### src/rtl/lcd_score_sequencer.sv
// Feeds the LCD byte writer: power-on delay, HD44780 init list, then
// "P1:a P2:b" at DDRAM 0x00 on every score update request.
module lcd_score_sequencer #(
   parameter int unsigned POWER_ON_CYCLES = 750000
) (
   input  logic       Clock,
   input  logic       Reset,
   input  logic [3:0] ScoreA,
   input  logic [3:0] ScoreB,
   input  logic       Update,
   output logic       Busy,
   output logic       InitDone,
   output logic       LcdStart,
   output logic       LcdRS,
   output logic [7:0] LcdData,
   input  logic       LcdDone,
   output logic [2:0] DebugState
);

   // Handshake with the writer: LcdStart pulses for one cycle with LcdRS/LcdData
   // valid; both stay stable until the writer's LcdDone pulse ends the transfer.
   // A Done still high from the previous byte is ignored (WAIT_LOW).

   typedef enum logic [2:0] {
      POWER_WAIT = 3'd0,
      ISSUE      = 3'd1,
      WAIT_LOW   = 3'd2,
      WAIT_HIGH  = 3'd3,
      IDLE       = 3'd4
   } state_t;

   localparam int CW = (POWER_ON_CYCLES > 1) ? $clog2(POWER_ON_CYCLES) : 1;
   localparam logic [CW-1:0] CNT_LAST = CW'(POWER_ON_CYCLES - 1);

   state_t        state;
   logic [CW-1:0] cnt;
   logic [3:0]    idx;
   logic          pending;
   logic [3:0]    score_a_q;
   logic [3:0]    score_b_q;

   logic          launch;
   logic [3:0]    launch_idx;
   logic          redraw;

   function automatic logic [7:0] digit(input logic [3:0] s);
      return (s > 4'd9) ? 8'h39 : (8'h30 + {4'd0, s});
   endfunction

   function automatic logic [8:0] entry(input logic [3:0] i,
                                        input logic [3:0] sa,
                                        input logic [3:0] sb);
      case (i)
         4'd0:    return {1'b0, 8'h38};
         4'd1:    return {1'b0, 8'h0C};
         4'd2:    return {1'b0, 8'h06};
         4'd3:    return {1'b0, 8'h01};
         4'd4:    return {1'b0, 8'h80};
         4'd5:    return {1'b1, 8'h50};
         4'd6:    return {1'b1, 8'h31};
         4'd7:    return {1'b1, 8'h3A};
         4'd8:    return {1'b1, digit(sa)};
         4'd9:    return {1'b1, 8'h20};
         4'd10:   return {1'b1, 8'h50};
         4'd11:   return {1'b1, 8'h32};
         4'd12:   return {1'b1, 8'h3A};
         4'd13:   return {1'b1, digit(sb)};
         default: return {1'b0, 8'h00};
      endcase
   endfunction

   // Decide whether the next cycle is an ISSUE, and for which list entry.
   always_comb begin
      launch     = 1'b0;
      launch_idx = idx;
      redraw     = 1'b0;
      case (state)
         POWER_WAIT: begin
            if (cnt == CNT_LAST) begin
               launch     = 1'b1;
               launch_idx = 4'd0;
            end
         end
         WAIT_HIGH: begin
            if (LcdDone) begin
               if (idx == 4'd3 || idx == 4'd13) begin
                  if (pending) begin
                     launch     = 1'b1;
                     launch_idx = 4'd4;
                     redraw     = 1'b1;
                  end
               end else begin
                  launch     = 1'b1;
                  launch_idx = idx + 4'd1;
               end
            end
         end
         IDLE: begin
            if (Update || pending) begin
               launch     = 1'b1;
               launch_idx = 4'd4;
               redraw     = 1'b1;
            end
         end
         default: ;
      endcase
   end

   always_ff @(posedge Clock or posedge Reset) begin
      if (Reset) begin
         state     <= POWER_WAIT;
         cnt       <= '0;
         idx       <= 4'd0;
         pending   <= 1'b0;
         score_a_q <= 4'd0;
         score_b_q <= 4'd0;
         InitDone  <= 1'b0;
         LcdStart  <= 1'b0;
         LcdRS     <= 1'b0;
         LcdData   <= 8'h00;
      end else begin
         if (redraw) begin
            score_a_q <= ScoreA;
            score_b_q <= ScoreB;
            pending   <= 1'b0;
         end else if (Update && state != IDLE) begin
            pending <= 1'b1;
         end

         if (state == WAIT_HIGH && LcdDone && idx == 4'd3)
            InitDone <= 1'b1;

         LcdStart <= launch;
         if (launch) begin
            // Message bytes read the snapshot, never the live score inputs.
            {LcdRS, LcdData} <= entry(launch_idx, score_a_q, score_b_q);
            idx   <= launch_idx;
            state <= ISSUE;
         end else begin
            case (state)
               POWER_WAIT: cnt   <= cnt + 1'b1;
               ISSUE:      state <= WAIT_LOW;
               WAIT_LOW:   if (!LcdDone) state <= WAIT_HIGH;
               WAIT_HIGH:  if (LcdDone) state <= IDLE;
               default:    state <= state;
            endcase
         end
      end
   end

   assign Busy       = (state != IDLE) || pending;
   assign DebugState = state;

endmodule

### config.mk
export PLATFORM = sky130hd
export DESIGN_NAME = lcd_score_sequencer
export DESIGN_NICKNAME = d
export VERILOG_FILES = /design/src/rtl/lcd_score_sequencer.sv
export SDC_FILE = /design/constraint.sdc
export NUM_CORES = 1
export LEC_CHECK = 0
export BUFFER_PORTS_ARGS = -buffer_cell sky130_fd_sc_hd__buf_2
export CORE_ASPECT_RATIO = 1.5
export CORE_UTILIZATION = 52
export DETAILED_ROUTE_END_ITERATION = 8
export GPL_TIMING_DRIVEN = 0
export PLACE_DENSITY_LB_ADDON = 0.05
export SLEW_MARGIN = 20
export SYNTH_ARGS = -nofsm -noshare
export SYNTH_HDL_FRONTEND = slang
export SYNTH_SLANG_ARGS = --single-unit
### constraint.sdc
create_clock -name Clock -period 2.6 [get_ports Clock]
set_clock_uncertainty 0.05 [all_clocks]
set_input_delay 0 -clock Clock [delete_from_list [all_inputs] [get_ports Clock]]
set_output_delay 0 -clock Clock [all_outputs]
set_load 0.03 [all_outputs]
# Word-level counts from Yosys, hierarchy flattened
# Cells that the tools add are included.
[totals]
latch_bits = 0
n_memories = 0
rom_bits = 0
ramBits = 0
register_bits = 47
[classes]
eq_ne = 23
n_reduce_logical = 14
n_lt_le_gt_ge = 2
mul = 0
n_div = 0
n_shift = 0
n_addsub = 4
n_mux = 24
n_bitwise = 1
[op_table]
columns = ["operator", "n"]
rows = [
  ["case mux 9 bit (12 select lines)", 1],
  ["== test 4 bit, second input constant", 7],
  ["adder 20 x 1 -> 20 bit, second input constant", 1],
  ["== test 20 bit, second input constant", 1],
  ["2-to-1 mux 4 bit", 5],
  ["== test 4 x 3 -> 1 bit, second input constant", 4],
  ["adder 6 x 4 -> 7 bit, first input constant", 2],
  ["2-to-1 mux 7 bit", 2],
  ["== test 4 x 2 -> 1 bit, second input constant", 3],
  ["case mux 4 bit (3 select lines)", 1],
  ["2-to-1 mux 1 bit", 9],
  ["2-to-1 mux 3 bit", 3],
  ["!= test 3 bit, second input constant", 3],
  ["case mux 3 bit (3 select lines)", 1],
  ["greater-than comparator 4 bit, second input constant", 2],
  ["== test 3 x 2 -> 1 bit, second input constant", 2],
  ["adder 4 x 1 -> 4 bit, second input constant", 1],
  ["== test 4 x 1 -> 1 bit, second input constant", 1],
  ["logical NOT 4 bit", 1],
  ["nonzero test 4 bit", 1],
  ["OR reduction 2 bit", 2],
  ["== test 3 x 1 -> 1 bit, second input constant", 1],
  ["== test 3 bit, second input constant", 1],
  ["logical AND 1 bit", 3],
  ["other kinds (8)", 10],
]

# Depth between registers and ports, before layout
# Gate-level depths: netlist of the first run.
[depth]
word_depth = 8
ltp_mapped = 11
ltp_nobuf = 11

# Least setup slack after synthesis of the first run
# Ideal clock, no wire load.
[synth_timing]
kind = "register to register"
start = "reg state[0] (netlist: DebugState[0])"
end = "reg cnt[19]"
slack_ns = -0.058
required_time_ns = 2.427
t_arrival_ns = 2.486
synth_period_minus_slack_ns = 2.658
stages_incl_launch_ff = 8
cell_sequence = "dfrtp_1 -> clkbuf_1 -> nor3_1 -> o21ai_1 -> or4_1 -> clkbuf_1 -> or4_1 -> xnor2_1"
[synth_via]
elab_chain_cells = 4
elab_cells_between_ends = 6
[synth_rtl]
columns = ["element", "line_no", "rtl"]
rows = [
  ["from (decl)", "35", "state_t state;"],
  ["from (signal assigned)", "145", "default: state <= state;"],
  ["== test 3 bit, or another cell as far along", "77", "case (state)"],
  ["case mux 1 bit (3 select lines)", "77", ""],
  ["NOT 1 bit (no source line)", "--", ""],
  ["AND reduction 2 bit (no source line) (*)", "--", ""],
  ["to (signal assigned)", "141", "POWER_WAIT: cnt <= cnt + 1'b1;"],
  ["to (decl)", "36", "logic [CW-1:0] cnt;"],
]
# Every way passes the cells marked *; elsewhere a longest branch is shown, timed or not.
# A chain may end at the register's enable or synchronous reset.

# Final worst setup path of the first run
[layout_timing]
start = "reg idx[0]"
end = "reg LcdData[5]"
[layout_via]
elab_chain_cells = 8
elab_cells_between_ends = 30
[layout_rtl]
columns = ["element", "line_no", "rtl"]
rows = [
  ["from (decl)", "37", "logic [3:0] idx;"],
  ["from (signal assigned)", "137", "idx <= launch_idx;"],
  ["parallel branches: the longest is 8 deep, another holds adder 4 x 1 -> 4 bit", "--", ""],
  ["to (signal assigned)", "136", "{LcdRS, LcdData} <= entry(launch_idx, score_a_q, score_b_q);"],
  ["to (decl)", "15", "output logic [7:0] LcdData,"],
]
# Several ways; the timed one is not identified.

==> results of run 1 <==
[worst max path at each step]
stage	from	to	slack (ps)	cells past startpoint
floorplan	idx[0]	LcdData[0]	-10	10
global placement	cnt[0]	LcdData[1]	-510	9
detailed placement	cnt[0]	LcdData[1]	-490	9
CTS	idx[1]	LcdData[0]	5	9
global route	cnt[12]	LcdData[3]	-100	9
finish	idx[0]	LcdData[5]	-1	10
[registers in the layout (all words and copies together), names as in the netlist]
name,cells
idx,4
InitDone,1
score_a_q,4
score_b_q,4
cnt,20
LcdStart,1
pending,1
LcdData,8
DebugState,3
LcdRS,1
[routing by layer]
metal / up-vias / global-route usage / part of all wire
li1: 1032 / - / -
met1: 1018 / 0.302 / 0.40
met2: 43 / 0.452 / 0.54
met3: 19 / 0.0373 / 0.023
met4: 0 / 0.141 / 0.039
met5: - / 0 / 0
[cell families (layout without fill, tap and decap cells)]
kind of cell / count (synthesis) / in the layout
adders and majority gates: 3 / 3
DFF: 47 / 47
and+or+nand+nor: 96 / 96
buffers and inverters: 21 / 88
AOI/OAI and AO/OA: 50 / 50
muxes: 9 / 9
xor gates and xnor gates: 20 / 20
[where the power goes]
group | switching [mW] | internal (mW)
clock | 0.266 | 0.218
combinational | 0.0205 | 0.0188
sequential | 0.000000000000000127 | 0.730
[layout by cell type, fill, tap and decap left out, types with 3 or more instances in the layout]
cell type,instances
nor3b_1,3
a21oi_1,8
nand2_1,25
nand4_1,9
nor3_1,6
buf_2,26
xor2_1,4
dlygate4sd3_1,10
xnor2_1,16
buf_6,5
a32oi_1,3
o21ai_0,5
inv_4,3
buf_4,21
inv_1,7
o21ai_1,4
clkbuf_8,7
nor2_1,17
dfrtp_1,45
nor3_2,3
a31oi_1,4
nand3_1,9
and3_1,3
mux2_2,7
[worst register-to-register path: cells and delay by family (launching register included)]
| kind | cells | cell delay, ps |
|---|---|---|
| AO/OA/AOI/OAI | 4 | 950 |
| AND/OR/NAND/NOR | 2 | 550 |
| flip-flops | 1 | 410 |
| buffers and inverters | 2 | 280 |
| adder cells (fa/ha/maj) | 1 | 160 |
| multiplexers | 1 | 90 |
[cell type report]
type,instances,share of cell area
plain buffers,6,0.0164
clock inverters,2,0.00495
repair buffers,61,0.134
clock buffers,6,0.0251
inverters,13,0.0186
well taps,64,0.0244
multi-input cells,178,0.418
flip-flops and latches,47,0.358
[timing repair]
action	4_1_cts	5_1_grt
hold buffers	10	0
resized for setup	27	21
pin swaps	4	17
buffers inserted	13	11
endpoints found under the setup margin	10	9
hold endpoints to repair	30	0
==> results.md, run 1 <==
- RSZ-0062 raised after global routing: true
- R2R cell count: 10
- Slowest-stage cell, CP: or4b_4
- Worst rel slew slack: 0.655
- Worst path top cell family by delay: compound AO/OA/AOI/OAI gates
- CTS tree: done
- Leak: 1.45 nW
- Critical-path cell list: ha_4 -> or4b_4 -> a32oi_1 -> a21boi_4 -> buf_6 -> a21oi_4 -> inv_2 -> mux2i_1 -> a2111oi_2 -> nor2_1
- Yosys cell types: 52
- Max Cap Violations: 0
- Drt total wl: 5.95 mm
- Max Clk Rate: 0.384 GHz
- Gr usage total: 0.260
- Ranking of synthesized cells by area: dfrtp_1, xnor2_1, nand2_1
- Status: finished, violations left
- Ys flop type: dfrtp_1
- Slew @ Worst Pin: 516 ps
- Post-placement cell count: 337
- Crit-path max FO: 6
- Setup TNS: -1.34 ps
- Vias in the first global route: 2111
- DR DRC count: 0
- Arr. time, crit path: 2750 ps
- Multi-input gate area: 0.00137 mm^2
- Die span in x: 58.1 um
- Post-synthesis sequential area ratio: 0.479
- Dpl ws: -488 ps
- Buffers & Inverters on Critical Path: 2
- Syn_nets: 261
- Synthesis-to-finish area growth: 33.8%
- Mapped cell area: 0.00246 mm^2
- Pwr/cell area: 381 mW/mm^2
- Synth Area in Compound Gates: 0.155
- DR WL/cell: 15.8 um
- Initial antenna violation count: 0
- Hold WC Path Type: in -> reg
- Synth area leader: dfrtp_1
- Crit path time final: 2600 ps
- Final Net Count: 327
- Worst VDD drop: 0.514 mV
- Setup CP Type: reg -> reg
- Share of cells above drive strength 1: 0.351
- Post-DR vias/cell: 5.60
- Largest family of logic cells by synthesized area: simple AND/OR/NAND/NOR gates
- Fillers: 340
- Clock transition at path regs: 100 ps
- Post-Synth Simple-Gate Area: 0.204
- Top-area cell type share of the netlist area: 0.479
- RR Startpoint: idx[0]
- Port buffer count: 26
- Clk buf depth: 2
- PnR worst setup slack: -1.34 ps
- Failing checks: negative setup slack
- Finished Cell Area: 0.00329 mm^2
- WHS: 31.6 ps
- Count leader, synth: dfrtp_1
- Slew Viols, Final: 0
- Final ANT Viol Nets: 0
- Final worst path period share: 1.00
- Hold_sp: Update
- Gate Count Post-Synth: 246
- Multiplexer share of the synthesized area: 0.0402
- Drt first-iter violations: 96
- Async S/R FF share, synth: 1.00
- Most common library cells after synthesis: dfrtp_1, nand2_1, nor2_1
- First-pass DRT Iterations: 4
- Clk Tree Root Cell: clkbuf_8
- GP Congestion: 0.840
- Hold path depth: 3
- Final-report setup violation count: 1
- Min-Delay Endpoint: pending
- Core Area: 0.00454 mm^2
- Max stage delay on crit path: 480 ps
- Post-DP HPWL: 3.89 mm
- Vias: 2112
- Startpoint class of the critical path: register
- R2R Setup Slk: -1 ps
- Global-route wire length before repair: 9.83 mm
- Fin cells: 377
- Clk sink count: 47
- Xor/xnor cell area share of the yosys netlist: 0.0713
- Global route overflow: 0
- Synthesis Warnings: 0
- IO Count: 27
- Total Power: 1.25 mW
- Count of flip-flops with a built-in enable after synthesis: 0
- Final Core Density: 0.724
- Final hold violations: 0
- Die Ht: 86.2 um
- Sequential cell area: 0.00118 mm^2
- Clock H-tree levels: 2
- DP Area: 0.00270 mm^2
- Adder-Cell Fraction of Synth Area: 0.0153
- Number of synthesized register bits: 47
- WP data required: 2750 ps
- Syn Area/Cell: 9.99 um^2
- Number of CTS-inserted buffers: 5
- Die area: 0.00501 mm^2
- Initial Util: 0.541
- Row cnt: 30
- N_diodes: 0
- Setup crit end kind: register
- Maximum number of pins on one net before global-route repair: 27
- Worst r2r dst: LcdData[5]
- Worst-Skew Late Latency: 310 ps
(Power assumes the default switching activity.)
==> inputs of run 2 (changes only) <==
--- a/config.mk
+++ b/config.mk
@@ -6,8 +6,10 @@
 export NUM_CORES = 1
 export LEC_CHECK = 0
 export BUFFER_PORTS_ARGS = -buffer_cell sky130_fd_sc_hd__buf_2
+export CELL_PAD_IN_SITES_DETAIL_PLACEMENT = 1
+export CELL_PAD_IN_SITES_GLOBAL_PLACEMENT = 1
 export CORE_ASPECT_RATIO = 1.5
-export CORE_UTILIZATION = 52
+export CORE_UTILIZATION = 41
 export DETAILED_ROUTE_END_ITERATION = 8
 export GPL_TIMING_DRIVEN = 0
 export PLACE_DENSITY_LB_ADDON = 0.05
==> run 2 against run 1 <==
Effect of this change:
- clock power is 12% lower
- final cell count is 1.1% higher
- via count is 2.7% higher
- the flow still finishes with violations (negative setup slack)
- non-clock buffer count is 4 lower
- first-iteration DRC count is 11% lower
- critical endpoint is now LcdData[3]
- worst hold slack better by 32 ps
==> results.md, run 2 (synthesized netlist as in run 1, its figures left out) <==
- Biggest regs: cnt (20), LcdData (8) (unchanged)
- Final worst path period share: 1.02 (was 1.00)
- Vias in the first global route: 2332 (was 2111)
- RSZ-0062 raised after global routing: true (unchanged)
- Drt first-iter violations: 85 (was 96)
- Clk sink count: 47 (unchanged)
- N_diodes: 0 (unchanged)
- R2R Setup Slk: -60 ps (was -1 ps)
- Worst r2r dst: LcdData[3] (was LcdData[5])
- Port buffer count: 26 (unchanged)
- Final ANT Viol Nets: 0 (unchanged)
- Failing checks: negative setup slack (unchanged)
- Final Core Density: 0.560 (was 0.724)
- Setup TNS: -96.7 ps (was -1.34 ps)
- Pwr/cell area: 369 mW/mm^2 (was 381 mW/mm^2)
- Final Net Count: 323 (was 327)
- Startpoint class of the critical path: register (unchanged)
- Final-report setup violation count: 3 (was 1)
- Hold path depth: 3 (unchanged)
- Drt total wl: 6.72 mm (was 5.95 mm)
- Maximum number of pins on one net before global-route repair: 31 (was 27)
- Top reg by flops: cnt (unchanged)
- Clock transition at path regs: 80 ps (was 100 ps)
- Slew @ Worst Pin: 512 ps (was 516 ps)
- Die span in x: 65.2 um (was 58.1 um)
- Core Area: 0.00579 mm^2 (was 0.00454 mm^2)
- DR DRC count: 0 (unchanged)
- RR Startpoint: idx[1] (was idx[0])
- Post-DR vias/cell: 5.69 (was 5.60)
- Share of cells above drive strength 1: 0.343 (was 0.351)
- Worst-Skew Late Latency: 300 ps (was 310 ps)
- Fillers: 666 (was 340)
- WHS: 63.4 ps (was 31.6 ps)
- Synthesis-to-finish area growth: 31.9% (was 33.8%)
- IO Count: 27 (unchanged)
- Global route overflow: 0 (unchanged)
- Gr usage total: 0.227 (was 0.260)
- Worst VDD drop: 0.228 mV (was 0.514 mV)
- Initial antenna violation count: 0 (unchanged)
- Max Clk Rate: 0.376 GHz (was 0.384 GHz)
- Die area: 0.00631 mm^2 (was 0.00501 mm^2)
- Post-DP HPWL: 4.56 mm (was 3.89 mm)
- Clock H-tree levels: 2 (unchanged)
- Crit path time final: 2660 ps (was 2600 ps)
- DR WL/cell: 17.6 um (was 15.8 um)
- Arr. time, crit path: 2780 ps (was 2750 ps)
- WP data required: 2720 ps (was 2750 ps)
- Most frequent cells in the layout: dfrtp_1, buf_2, nand2_1 (unchanged)
- First-pass DRT Iterations: 4 (unchanged)
- Status: finished, violations left (unchanged)
- PnR worst setup slack: -58.3 ps (was -1.34 ps)
- Vias: 2168 (was 2112)
- Slew Viols, Final: 0 (unchanged)
- Die Ht: 96.8 um (was 86.2 um)
- Leak: 1.43 nW (was 1.45 nW)
- Max reg flops: 20 (unchanged)
- CTS tree: done (unchanged)
- Max Cap Violations: 0 (unchanged)
- Number of CTS-inserted buffers: 5 (unchanged)
- Initial Util: 0.425 (was 0.541)
- Global-route wire length before repair: 11.2 mm (was 9.83 mm)
- Min-Delay Endpoint: pending (unchanged)
- Worst rel slew slack: 0.658 (was 0.655)
- Crit-path max FO: 5 (was 6)
- Clk buf depth: 2 (unchanged)
- Hold WC Path Type: in -> reg (unchanged)
- Row cnt: 34 (was 30)
- Hold_sp: Update (unchanged)
- Clk Tree Root Cell: clkbuf_8 (unchanged)
- GP Congestion: 0.795 (was 0.840)
- Final hold violations: 0 (unchanged)
- R2R cell count: 13 (was 10)
- Commonest non-fill, non-tap cell in the layout: dfrtp_1 (unchanged)
- Setup CP Type: reg -> reg (unchanged)
- Setup crit end kind: register (unchanged)
## run 2: changes by cell type in the layout (fill, tap and decap cells not counted), moves of 2 or more
cell	previous run	this run
buf_6	5	3
clkbuf_1	0	2
clkbuf_8	7	5
clkinv_4	2	0
o21ai_1	4	2
o21ai_2	0	2
## run 2: what timing repair did
| action | in CTS | in global routing |
|---|---|---|
| endpoints found under the setup margin | 10 | 11 |
| gates resized for setup | 21 | 25 |
| setup buffers | 13 | 8 |
| pin swaps | 7 | 10 |
| endpoints found under the hold margin | 46 | 0 |
| hold buffers | 10 | 0 |
## run 2: layer usage
metal | track usage | routed length (um) | share of wire | vias to the layer above
met5 | 0 | 0 | 0 | -
met2 | 0.413 | 3830 | 0.57 | 30
met3 | 0.0342 | 113 | 0.017 | 12
li1 | - | - | - | 1014
met4 | 0.100 | 169 | 0.025 | 0
met1 | 0.248 | 2600 | 0.39 | 1112
## run 2: worst max-delay path by stage
stage	startpoint	endpoint	cells past startpoint
detailed placement	idx[0]	LcdData[3]	10
global placement	idx[0]	LcdData[3]	10
global route	idx[1]	LcdData[0]	13
finish	idx[1]	LcdData[3]	13
CTS	idx[1]	LcdData[3]	11
floorplan	idx[0]	LcdData[0]	10
## run 2: worst max-delay path, stage by stage (launching register included)
cell and delay (ps):
dfrtp_1 420, buf_4 170, inv_1 90, ha_4 160
nand4b_1 180, a32oi_2 270, a21boi_4 220, buf_6 120
inv_4 30, o22ai_4 180, inv_4 80, mux2i_1 140
a221oi_2 320, o31ai_1 100
## run 2: area by class of cell
type,instances,area [um^2],area share
Timing Repair Buffer,58,412,0.127
Tap cell,72,90.1,0.0278
Buffer,5,42.5,0.0131
Clock inverter,1,5.00,0.00154
Clock buffer,7,76.3,0.0236
Sequential cell,47,1180,0.364
Inverter,13,58.8,0.0181
Multi-Input combinational cell,178,1380,0.425
## run 2: stage by stage
| stage | instances | setup WS [ps] | power [mW] | area, um^2 |
|---|---|---|---|---|
| 3_5_place_dp | 345 | -533 | 0.774 | 2710 |
| 6_report | 381 | -58.3 | 1.20 | 3240 |
| 5_1_grt | 381 | -152 | 1.25 | 3240 |
| 4_1_cts | 374 | -18.0 | 1.22 | 3080 |
| 2_1_floorplan | 246 | -9.88 | 0.756 | 2470 |
| 3_3_place_gp | 344 | -573 | 0.769 | 2690 |
## run 2: report_power, final
group,internal [mW],switching (mW)
clock network,0.189,0.238
logic,0.0188,0.0200
registers,0.730,0.000000000000000122
